<file path="src/rtl/button_debounce.sv">
// Per-channel button conditioner: polarity normalisation, 2-flop synchroniser,
// counter-based debounce, and registered press/release/long-press event pulses.
module button_debounce #(
  parameter int N_BTN           = 4,
  parameter bit ACTIVE_LOW      = 1'b1,
  parameter int DEBOUNCE_CYCLES = 120000,
  parameter int LONG_CYCLES     = 12000000
) (
  input  logic             i_clk,
  input  logic             i_rst_n,
  input  logic [N_BTN-1:0] i_btn,
  output logic [N_BTN-1:0] o_btn,
  output logic [N_BTN-1:0] o_press,
  output logic [N_BTN-1:0] o_release,
  output logic [N_BTN-1:0] o_long
);

  localparam int DCW = $clog2(DEBOUNCE_CYCLES);
  localparam int LCW = $clog2(LONG_CYCLES + 1);

  localparam logic [DCW-1:0] D_LAST = DCW'(DEBOUNCE_CYCLES - 1);
  localparam logic [LCW-1:0] H_LAST = LCW'(LONG_CYCLES - 1);
  localparam logic [LCW-1:0] H_MAX  = LCW'(LONG_CYCLES);

  if (DEBOUNCE_CYCLES < 2) begin : g_bad_debounce
    $error("button_debounce: DEBOUNCE_CYCLES must be >= 2");
  end
  if (LONG_CYCLES < 1) begin : g_bad_long
    $error("button_debounce: LONG_CYCLES must be >= 1");
  end

  logic [N_BTN-1:0] pressed_raw;
  logic [N_BTN-1:0] s1;
  logic [N_BTN-1:0] s2;
  logic [DCW-1:0]   dcnt [N_BTN];
  logic [LCW-1:0]   hcnt [N_BTN];

  assign pressed_raw = i_btn ^ {N_BTN{ACTIVE_LOW}};

  always_ff @(posedge i_clk or negedge i_rst_n) begin
    if (!i_rst_n) begin
      s1 <= '0;
      s2 <= '0;
    end else begin
      s1 <= pressed_raw;
      s2 <= s1;
    end
  end

  // o_btn is the accepted state; events are registered alongside it so they
  // line up with the cycle in which o_btn changes.
  always_ff @(posedge i_clk or negedge i_rst_n) begin
    if (!i_rst_n) begin
      o_btn     <= '0;
      o_press   <= '0;
      o_release <= '0;
      o_long    <= '0;
      for (int i = 0; i < N_BTN; i++) begin
        dcnt[i] <= '0;
        hcnt[i] <= '0;
      end
    end else begin
      for (int i = 0; i < N_BTN; i++) begin
        o_press[i]   <= 1'b0;
        o_release[i] <= 1'b0;
        o_long[i]    <= 1'b0;

        if (s2[i] == o_btn[i]) begin
          dcnt[i] <= '0;
        end else if (dcnt[i] == D_LAST) begin
          dcnt[i]      <= '0;
          o_btn[i]     <= s2[i];
          o_press[i]   <= s2[i];
          o_release[i] <= ~s2[i];
        end else begin
          dcnt[i] <= dcnt[i] + 1'b1;
        end

        // A release accepted on the same edge suppresses a coincident long pulse.
        if (!o_btn[i]) begin
          hcnt[i] <= '0;
        end else begin
          if (hcnt[i] != H_MAX) begin
            hcnt[i] <= hcnt[i] + 1'b1;
          end
          if ((hcnt[i] == H_LAST) && !((s2[i] != o_btn[i]) && (dcnt[i] == D_LAST))) begin
            o_long[i] <= 1'b1;
          end
        end
      end
    end
  end

endmodule

</file>
<file path="config.mk">
export PLATFORM = sky130hd
export DESIGN_NAME = button_debounce
export DESIGN_NICKNAME = d
export VERILOG_FILES = /design/src/rtl/button_debounce.sv
export SDC_FILE = /design/constraint.sdc
export NUM_CORES = 1
export LEC_CHECK = 0
export CORE_MARGIN = 2
export CORE_UTILIZATION = 47
export CTS_BUF_LIST = sky130_fd_sc_hd__clkbuf_16
export CTS_CLUSTER_SIZE = 20
export DETAILED_ROUTE_END_ITERATION = 8
export HOLD_SLACK_MARGIN = 0.02
export SETUP_SLACK_MARGIN = 0.02
export SLEW_MARGIN = 20
export SYNTH_ARGS = -nofsm -noshare
export SYNTH_HDL_FRONTEND = slang
export SYNTH_SLANG_ARGS = --single-unit
</file>
<file path="constraint.sdc">
create_clock -name i_clk -period 3.1 [get_ports i_clk]
set_input_delay 0.62 -clock i_clk [delete_from_list [all_inputs] [get_ports i_clk]]
set_output_delay 0.62 -clock i_clk [all_outputs]
set_load 0.01 [all_outputs]
</file>
==> results.rst <==
.. list-table::
   :header-rows: 1

   * - Metric
     - Value
   * - Leakage power of the design
     - 4.41 nW
   * - Tot Pwr
     - 0.00489 W
   * - Fraction of registers with async set/reset
     - 1.00
   * - Synth Area per Inst
     - 10.2 µm²
   * - Vias in the first global route
     - 6073
   * - Worst Path Class, Setup
     - reg2reg
   * - Global route overflow
     - 0
   * - Starting density of the core
     - 0.475
   * - Maximum clock frequency
     - 0.437 GHz
   * - Sum of negative setup slack
     - 0 ns
   * - Most common cell after layout, fill and taps aside
     - dfrtp_1
   * - TritonCTS clock tree
     - done
   * - Area delta synth->final
     - 12.8%
   * - Remaining DRCs
     - 0
   * - Timing startpoint of the critical path
     - hcnt[43]
   * - Data arrival time of the critical path
     - 2.61 ns
   * - Storage cell area
     - 4700 µm²
   * - Clock latency at the later pin of the worst-skew pair
     - 0.43 ns
   * - CTS-repair resized insts
     - 0
   * - Crit path max fanout
     - 5
   * - Total power per unit cell area
     - 471 nW/µm²
   * - Max-slew violation count
     - 0
   * - Primary FF master, synth
     - dfrtp_1
   * - Layout cells sized above 1
     - 0.0550
   * - Worst vdd rail ir drop
     - 0.329 mV
   * - Antenna-violating nets left
     - 0
   * - Cell breakdown of the critical path
     - or4b_1 > or4_4 > nor4_4 > nor3b_1 > o21a_1
   * - CP Capture Type
     - register
   * - Cell at the root of the clock tree
     - clkbuf_16
   * - Relative max-transition margin
     - 0.549
   * - Flip-flop and latch count after synthesis
     - 188
   * - Distinct cell type count after synthesis
     - 39
   * - Total placed instance area
     - 9740 µm²
   * - Post-CTS Repair Setup Buffers
     - 0
   * - Count of clock tree sinks
     - 188
   * - Cell area after technology mapping
     - 9190 µm²
   * - Cell with the largest stage delay on the worst path
     - or4_4
   * - CP Data Required Time
     - 3.42 ns
   * - Global-route usage over all layers
     - 0.171
   * - Maximum number of pins on one net before global-route repair
     - 83
   * - Most frequent cells in the layout
     - dfrtp_1 (188), nor2_1 (105), and2_1 (83), xnor2_1 (82)
   * - Drt pass-1 iters
     - 4
   * - Finished layout cell area
     - 10400 µm²
   * - Pre-CTS setup slack
     - 0.822 ns
   * - Detailed Route Iter0 Violations
     - 259
   * - Area of the multi-input gates
     - 4310 µm²
   * - Setup repair after global routing missed its margin
     - no
   * - Antenna cells
     - 0
   * - Overall die width
     - 144 µm
   * - Post-synth EDFFs
     - 0
   * - Final count of negative-setup-slack endpoints
     - 0
   * - Post-synthesis net count
     - 922
   * - Number of clock buffers inserted by TritonCTS
     - 17
   * - H-tree levels
     - 4
   * - Count of fill cells added during filler insertion
     - 1777
   * - Setup clock skew after layout
     - 0.0128 ns
   * - R2R Path Start
     - hcnt[43]
   * - Number of I/O port buffers
     - 21
   * - Path type of the worst min-delay path
     - in2async
   * - # rows
     - 51
   * - Core Area
     - 19300 µm²
   * - Clock edge transition at the registers on the reported setup and hold paths
     - 0.07 ns
   * - Least setup slack across all paths after layout
     - 0.810 ns
   * - HPWL Detailed
     - 10400 µm
   * - Number of warning messages in the yosys log
     - 0
   * - I/O pins
     - 22
   * - Critical path launch point type
     - register
   * - Routed via count
     - 6157
   * - First-pass GRT wire length
     - 28800 µm
   * - Transition time of the tightest slew-check pin
     - 0.671 ns
   * - Maximum Capacitance Violations
     - 0
   * - Gate count of the mapped netlist
     - 904
   * - Largest stage delay on the critical path
     - 0.54 ns
   * - Number of nets in the final layout
     - 950
   * - Final hold violation count
     - 0
   * - Die ar.
     - 20700 µm²
   * - Routability cong.
     - 0.759
   * - Status
     - completed
   * - Via-to-Cell Ratio
     - 5.09
   * - Portion of the post-synthesis area used by sequential elements
     - 0.512
   * - Routed wire length
     - 16000 µm
   * - Max Buffers Root-to-Sink
     - 2
   * - Count of hold buffers inserted by post-cts repair
     - 0
   * - Worst reg-to-reg setup slack
     - 0.81 ns
   * - Average wire per standard cell
     - 13.2 µm
   * - Number of antenna violations at the first check in global routing
     - 0
   * - Minimum clock period after layout
     - 2.29 ns
   * - Die Ht
     - 144 µm
   * - Tcrit/Tclk final
     - 0.739
-- area by class of cell --
type,instances,area share
clock inverter,15,0.0191
tap,265,0.0320
sequential,188,0.454
timing repair buffer,29,0.0289
clock buffer,17,0.0410
inverter,25,0.00905
multi-input combinational,671,0.416
-- registers in the layout, indices dropped and copies added, names as in the netlist --
name	cells
hcnt	96
dcnt	68
o_btn	4
o_long	4
o_press	4
o_release	4
s1	4
s2	4
-- power breakdown --
part,internal (W),total (W),switching (W)
clock network,0.00135,0.00230,0.000952
logic,0.0000262,0.0000964,0.0000702
registers,0.00247,0.00249,0.0000163
-- through the flow --
stage          hold WS (ns)  std cells  utilization
4_1_cts               0.253       1210        0.536
3_5_place_dp          0.335       1178        0.504
6_report              0.230       1210        0.536
3_3_place_gp          0.333       1178        0.504
2_1_floorplan         0.324        904            -
5_1_grt               0.290       1210        0.536
-- worst paths after layout --
kind	to	depth (start not counted)
max in group asynchronous	dcnt[46]	2
min in group i_clk	s2[0]	0
worst min-delay path	hcnt[88]	1
worst max-delay path	hcnt[26]	5
worst max register to register	hcnt[26]	5
worst min register to register	s2[0]	0
-- logic make-up (layout without fill, tap and decap cells) --
family | Yosys count | after routing | share of synthesized area
flops | 188 | 188 | 0.512
xor+xnor | 142 | 142 | 0.135
buf+inv | 45 | 86 | 0.0184
fa+ha+maj | 12 | 12 | 0.0163
simple gates | 483 | 483 | 0.290
mux | 8 | 8 | 0.00926
compound gates | 26 | 26 | 0.0183
-- cell usage after synthesis, types with 2 or more instances --
library cell    n  share of area
nor4b_1         6         0.0057
dfrtp_1       188           0.51
nand4_1        40          0.027
nor4bb_1        6         0.0065
or4_1           2         0.0016
ha_1           12          0.016
inv_1          25          0.010
xnor2_1        82          0.078
nor2b_1        14         0.0095
clkbuf_1       20         0.0082
and3_1         21          0.014
a21boi_0       11         0.0090
nand3_1        53          0.029
or3_1          16          0.011
nor2_1        105          0.043
mux2_2          4         0.0049
xor2_1         60          0.057
o21ai_0        11         0.0060
nand4b_1        2         0.0019
nand2_1        60          0.025
nand3b_1        4         0.0033
o21a_1          3         0.0025
nor3_1         22          0.012
nor4_1         15          0.010
nor3b_1         9         0.0074
mux2i_1         4         0.0044
and4_2          2         0.0022
and4_1         13          0.012
and2_1         83          0.057
or4b_2          2         0.0022
-- critical path, delay by kind of cell (launching register included) --
| kind | cells | cell delay (ns) |
|---|---|---|
| DFF | 1 | 0.41 |
| AOI/OAI and AO/OA | 1 | 0.19 |
| and+or+nand+nor | 4 | 1.59 |
-- metal layers --
| metal | track usage | routed length [µm] | vias up |
|---|---|---|---|
| met5 | 0 | 0 | - |
| met4 | 0.0557 | 217 | 0 |
| met3 | 0.0337 | 301 | 13 |
| met2 | 0.269 | 7370 | 30 |
| met1 | 0.239 | 8070 | 2984 |
| li1 | - | - | 3130 |
Note: power is estimated with default switching activity, not from simulation.
==> variant 1: new RTL, config.mk and constraints unchanged <==
Change the parameter `N_BTN` from 4 to 2.
--- a/src/rtl/button_debounce.sv
+++ b/src/rtl/button_debounce.sv
@@ -1,7 +1,7 @@
 // Per-channel button conditioner: polarity normalisation, 2-flop synchroniser,
 // counter-based debounce, and registered press/release/long-press event pulses.
 module button_debounce #(
-  parameter int N_BTN           = 4,
+  parameter int N_BTN           = 2,
   parameter bit ACTIVE_LOW      = 1'b1,
   parameter int DEBOUNCE_CYCLES = 120000,
   parameter int LONG_CYCLES     = 12000000
Ports: changed (5 resized); port bits go from 22 to 12. The function was not compared with the original's and may differ.
==> variant 1 against the original RTL <==
- final area fell by 49%
- global-route usage rose by 0.92 points
- wire length fell by 42%
- count of clock-buffer cells in the layout fell by 8
- combinational power fell by 44%
- power fell by 54%
- worst setup slack improved by 0.18 ns
- worst hold slack improved by 0.050 ns
- area after synthesis fell by 49%
- critical endpoint is now hcnt[22]$_DFFE_PN0P_
- sequential cell count fell by 94
- cell count fell by 48%
==> variant 1: results (changes against the original RTL) <==
Placement
The final weighted congestion in routability-driven placement was 0.7885 (+3.9%). The number of instances in the placed design was 618 (-48%). The detailed-placement wirelength estimate came to 6158 µm (-41%).

GRT
The maximum number of pins on one net before global-route repair is 53 (-36%). The global-route usage over all layers is 18.03% (+0.92 points). The first-pass GRT wire length is 16300 µm (-43%).

Layout
The final net count was 506 (-47%). The number of fill cells in the layout was 884 (-50%). The share of final-layout standard cells stronger than drive strength 1 is 5.589% (+0.086 points).

In the final layout, the registers with the most flip-flops are hcnt: 48 flops, dcnt: 34 flops.

Clocking
The number of buffers inserted during clock tree synthesis is 9 (-8).

Route
The number of vias after detailed routing was 3538 (-43%). The post-detailed-routing wire length is 9210 µm (-42%). The number of DRC markers after the initial detailed-route iteration was 213 (-18%). The post-detailed-route via-to-cell ratio was 5.580 (+9.7%).

Logic synthesis
Ranked by total cell area, the synthesized netlist is headed by dfrtp_1 (50%), xnor2_1 (4.3%), xor2_1 (4.3%). The post-synthesis cell count came to 482 (-47%). The portion of the post-synthesis area used by sequential elements came to 49.80% (-1.4 points).

The synthesized net count is 492 (-47%).

STA
The worst slew margin relative to its limit was 47.42% (-7.4 points).

Pwr
The cell leakage power is 1.973 nW (-55%). The worst supply voltage drop on vdd came to 226.5 µV (-31%).

Worst setup path
The endpoint arrival time on the critical path is 2.36 ns (-0.25 ns). Tracing the worst setup path back leads to its startpoint at hcnt[1]$_DFFE_PN0P_. The critical-path maximum fanout came to 9 (+4). On the critical path, the stage with the largest delay is an instance of or4b_1. The peak per-stage delay on the critical path is 0.66 ns (+0.12 ns).

Run status
The flow ran to the end, and the final reports show no timing, DRC or antenna violations.
variant 1: worst reg2reg max path: stages, from the launching register on:
cell	delay, ns
dfrtp_1	0.38
ha_1	0.22
nand2_1	0.15
or4b_1	0.66
or4_1	0.44
a21oi_1	0.16
variant 1: cells by family after synthesis:
logic type                 synth area share, %
xor gates and xnor gates                 8.530
muxes                                    1.113
DFF                                      49.80
and+or+nand+nor                          28.85
buffers and inverters                    2.172
AOI/OAI and AO/OA                        7.947
adders and majority gates                1.589
variant 1: layer usage:
metal	global-route usage, %	up-vias	wire length [µm]
met5	0	-	0
met4	6.467	0	88
met3	2.381	10	242
met2	28.43	42	4241
met1	25.63	1695	4638
li1	-	1791	-
variant 1: layout make-up:
| type | count | area (µm²) | share of cell area (%) |
|---|---|---|---|
| multi-input cells | 362 | 2268 | 43.19 |
| repair buffers | 16 | 157.7 | 3.001 |
| clock inverters | 7 | 33.78 | 0.6432 |
| well taps | 133 | 166.4 | 3.168 |
| flip-flops and latches | 94 | 2352 | 44.78 |
| clock buffers | 9 | 225.2 | 4.288 |
| inverters | 13 | 48.80 | 0.9290 |
variant 1: through the flow:
step / instance area (µm²) / setup slack, ns
5_1_grt: 5253 / 0.8524
4_1_cts: 5253 / 1.005
6_report: 5253 / 0.9885
3_3_place_gp: 4994 / 1.075
2_1_floorplan: 4723 / 1.184
3_5_place_dp: 4994 / 1.046
variant 1: power breakdown:
part           internal (W)  switching (W)  total (W)
clock network      0.000531       0.000439   0.000970
logic             0.0000158      0.0000385  0.0000542
registers           0.00124     0.00000895    0.00124
total               0.00178       0.000487    0.00227
variant 1: worst paths after layout:
kind | to | slack [ns] | cells past startpoint
max | hcnt[22]$_DFFE_PN0P_ | 0.99 | 5
min | hcnt[28]$_DFFE_PN0P_ | 0.28 | 1
max reg2reg | hcnt[22]$_DFFE_PN0P_ | 0.99 | 5
min reg2reg | s2[1]$_DFF_PN0_ | 0.35 | 0
max in group asynchronous | o_release[1]$_DFF_PN0_ | 2.16 | 2
min in group i_clk | s2[1]$_DFF_PN0_ | 0.35 | 0
==> variant 2: new RTL, same settings <==
Without the edit above. Register the output `o_press` once more; this adds one clock of latency there. The other outputs are not delayed to match.
--- a/src/rtl/button_debounce.sv
+++ b/src/rtl/button_debounce.sv
@@ -21,6 +21,8 @@
   localparam logic [DCW-1:0] D_LAST = DCW'(DEBOUNCE_CYCLES - 1);
   localparam logic [LCW-1:0] H_LAST = LCW'(LONG_CYCLES - 1);
   localparam logic [LCW-1:0] H_MAX  = LCW'(LONG_CYCLES);
+
+  logic [N_BTN-1:0] o_press_s0;
 
   if (DEBOUNCE_CYCLES < 2) begin : g_bad_debounce
     $error("button_debounce: DEBOUNCE_CYCLES must be >= 2");
@@ -52,7 +54,7 @@
   always_ff @(posedge i_clk or negedge i_rst_n) begin
     if (!i_rst_n) begin
       o_btn     <= '0;
-      o_press   <= '0;
+      o_press_s0 <= '0;
       o_release <= '0;
       o_long    <= '0;
       for (int i = 0; i < N_BTN; i++) begin
@@ -61,7 +63,7 @@
       end
     end else begin
       for (int i = 0; i < N_BTN; i++) begin
-        o_press[i]   <= 1'b0;
+        o_press_s0[i]   <= 1'b0;
         o_release[i] <= 1'b0;
         o_long[i]    <= 1'b0;
 
@@ -70,7 +72,7 @@
         end else if (dcnt[i] == D_LAST) begin
           dcnt[i]      <= '0;
           o_btn[i]     <= s2[i];
-          o_press[i]   <= s2[i];
+          o_press_s0[i]   <= s2[i];
           o_release[i] <= ~s2[i];
         end else begin
           dcnt[i] <= dcnt[i] + 1'b1;
@@ -91,5 +93,9 @@
     end
   end
 
+  always_ff @(posedge i_clk) begin
+    o_press <= o_press_s0;
+  end
+
 endmodule
 
Function: no difference found for any inputs over 10 cycles, from zero or initial values and one cycle with i_rst_n low; that may be too few to reach the edited logic, so the function may still have changed.
==> variant 2 against the original RTL <==
- area after synthesis increased by 3.5%
- clock power decreased by 7%
- power decreased by 1.8%
- utilization decreased by 0.74 points
- critical path type unchanged
- sequential cell count increased by 4
- worst hold slack got worse by 0.026 ns
- wire length increased by 13%
- worst setup slack improved by 0.011 ns
- final area increased by 2.2%
==> variant 2: results (changes against the original RTL) <==
STA
The actual transition at the worst max-transition pin is 0.7736 ns (+0.1027 ns). The setup violation total in the final timing report is 0 (unchanged). The worst clock skew on the final layout came to 0.009479 ns (-0.003303 ns).

Run status
The run finished with clean final reports.

Worst setup path
The endpoint arrival time on the critical path is 2.60 ns (about the same). The critical-path maximum fanout is 6 (+1). The peak per-stage delay on the critical path was 0.62 ns (+0.08 ns).

The critical path's top delay family is simple AND/OR/NAND/NOR gates. The slowest stage of the critical path belongs to the cell or4_1.

Logic synthesis
The share of synthesized registers carrying an async set or reset came to 97.92% (-2.1 points). The number of warnings issued by yosys is 0 (unchanged). The portion of the post-synthesis area used by sequential elements is 50.34% (-0.87 points). By count the netlist is led by dfrtp_1 (188), nor2_1 (99), nand3_1 (58), a21oi_1 (57), nand2_1 (55). Yosys attributes the largest share of cell area to dfrtp_1 (49%), xor2_1 (4.8%), nor2_1 (3.9%). The number of distinct library cells after synthesis is 52 (+33%). The synthesized net count came to 989 (+7.3%).

Placement
The quantity of I/O buffers inserted on ports came to 21 (unchanged). The final weighted congestion in routability-driven placement is 0.7972 (+5.1%). The detailed-placement wirelength estimate is 12040 µm (+16%). The total placed instance area is 0.01002 mm² (+2.9%).

Layout
The final net count came to 1007 (+6.0%). The share of final-layout standard cells stronger than drive strength 1 is 4.990% (-0.51 points). The largest registers in the layout are hcnt: 96 flops, dcnt: 68 flops. The number of diodes added for antenna fixing was 0 (unchanged).

Clocking
Clock tree synthesis selected as its root buffer the cell clkbuf_16. The maximum root-to-sink buffer count was 2 (unchanged). The number of gates given a new drive strength after cts is 0 (unchanged). The post-CTS setup buffer count was 0 (unchanged). The latest clock arrival within the worst-skew pair is 0.43 ns (about the same).

The number of buffers inserted during clock tree synthesis is 17 (unchanged). The clock-pin slew of the registers on the worst-case setup and hold paths is 0.07 ns (about the same). The depth of the CTS H-tree is 4 (unchanged).

Pwr
The worst supply voltage drop on vdd was 323.2 µV (-1.8%). The cell leakage power was 4.022 nW (-8.9%).

Route
The number of DRC markers after the initial detailed-route iteration is 382 (+47%). The detail-routed net length per standard cell is 14.23 µm (+7.9%). The post-detailed-route via-to-cell ratio is 5.542 (+8.9%). The number of iterations in the first detailed-routing pass is 4 (unchanged).

GRT
The global-route usage over all layers is 18.19% (+1.1 points). The number of global-route vias before repair was 6839 (+13%). The number of antenna violations at the first check in global routing is 0 (unchanged). The first-pass GRT wire length came to 32740 µm (+14%). The maximum number of pins on one net before global-route repair is 80 (-3.6%).

Hold path
The path class of the tightest hold or removal check is input pin to asynchronous set/reset pin.
[variant 2: cell count changes in the layout (fill, tap and decap cells not counted), sizes merged, moves of 12 or more]
cell | unedited run | this run
a21oi | 0 | 57
and2 | 83 | 13
inv | 29 | 48
nand2b | 0 | 12
nand4 | 40 | 54
o21ai | 11 | 31
o31ai | 1 | 18
or4 | 4 | 23
xnor2 | 82 | 40
[variant 2: routing by layer]
layer  vias up  GRT usage (%)  share of wire (%)
met5         -              0                  0
met4         0          4.563               0.94
met3        13          3.750                2.2
met2        51          28.82                 46
met1      3436          25.81                 50
li1       3550              -                  -
[variant 2: final timing paths]
check	start	slack, ns	depth (start not counted)	end
max in group asynchronous	i_rst_n	2.10	2	hcnt[8]$_DFFE_PN0P_
max	dcnt[0]$_DFF_PN0_	0.82	5	o_btn[3]$_DFFE_PN0P_
max reg2reg	dcnt[0]$_DFF_PN0_	0.82	5	o_btn[3]$_DFFE_PN0P_
min	i_rst_n	0.20	1	hcnt[42]$_DFFE_PN0P_
min in group i_clk	o_press_s0[3]$_DFF_PN0_	0.35	0	o_press[3]$_DFF_P_
min reg2reg	o_press_s0[3]$_DFF_PN0_	0.35	0	o_press[3]$_DFF_P_
[variant 2: final cells by class]
| type | instances | area [µm²] |
|---|---|---|
| Clock buffer | 17 | 425.4 |
| Fill cell | 1866 | 9444 |
| Sequential cell | 192 | 4785 |
| Clock inverter | 15 | 147.6 |
| Tap cell | 270 | 337.8 |
| Multi-Input combinational cell | 711 | 4462 |
| Timing Repair Buffer | 28 | 291.5 |
| Inverter | 39 | 146.4 |
[variant 2: cell families after synthesis]
group                    share of synthesized area, %
AND/OR/NAND/NOR                                 27.70
flip-flops                                      50.34
XOR/XNOR                                        8.478
multiplexers                                    1.211
AO/OA/AOI/OAI                                   7.978
adder cells (fa/ha/maj)                         1.580
buffers and inverters                           2.712
[variant 2: power by group]
| part | switching [W] | internal [W] |
|---|---|---|
| sequential | 0.0000171 | 0.00252 |
| combinational | 0.0000751 | 0.0000310 |
| clock | 0.00102 | 0.00113 |
| total | 0.00111 | 0.00369 |
[variant 2: metrics by stage]
step                      power [W]  hold slack (ns)  cells  utilization, %  setup slack (ns)
after global placement     0.002699           0.3267   1240           50.01            0.8885
final                      0.004798           0.2039   1272           52.87            0.8207
after detailed placement   0.002698           0.3317   1240           50.01            0.8154
after floorplan            0.002619           0.3242    971               -             1.012
after CTS                  0.004875           0.2405   1272           52.87            0.8047
after global routing       0.005012           0.2619   1272           52.87            0.6700
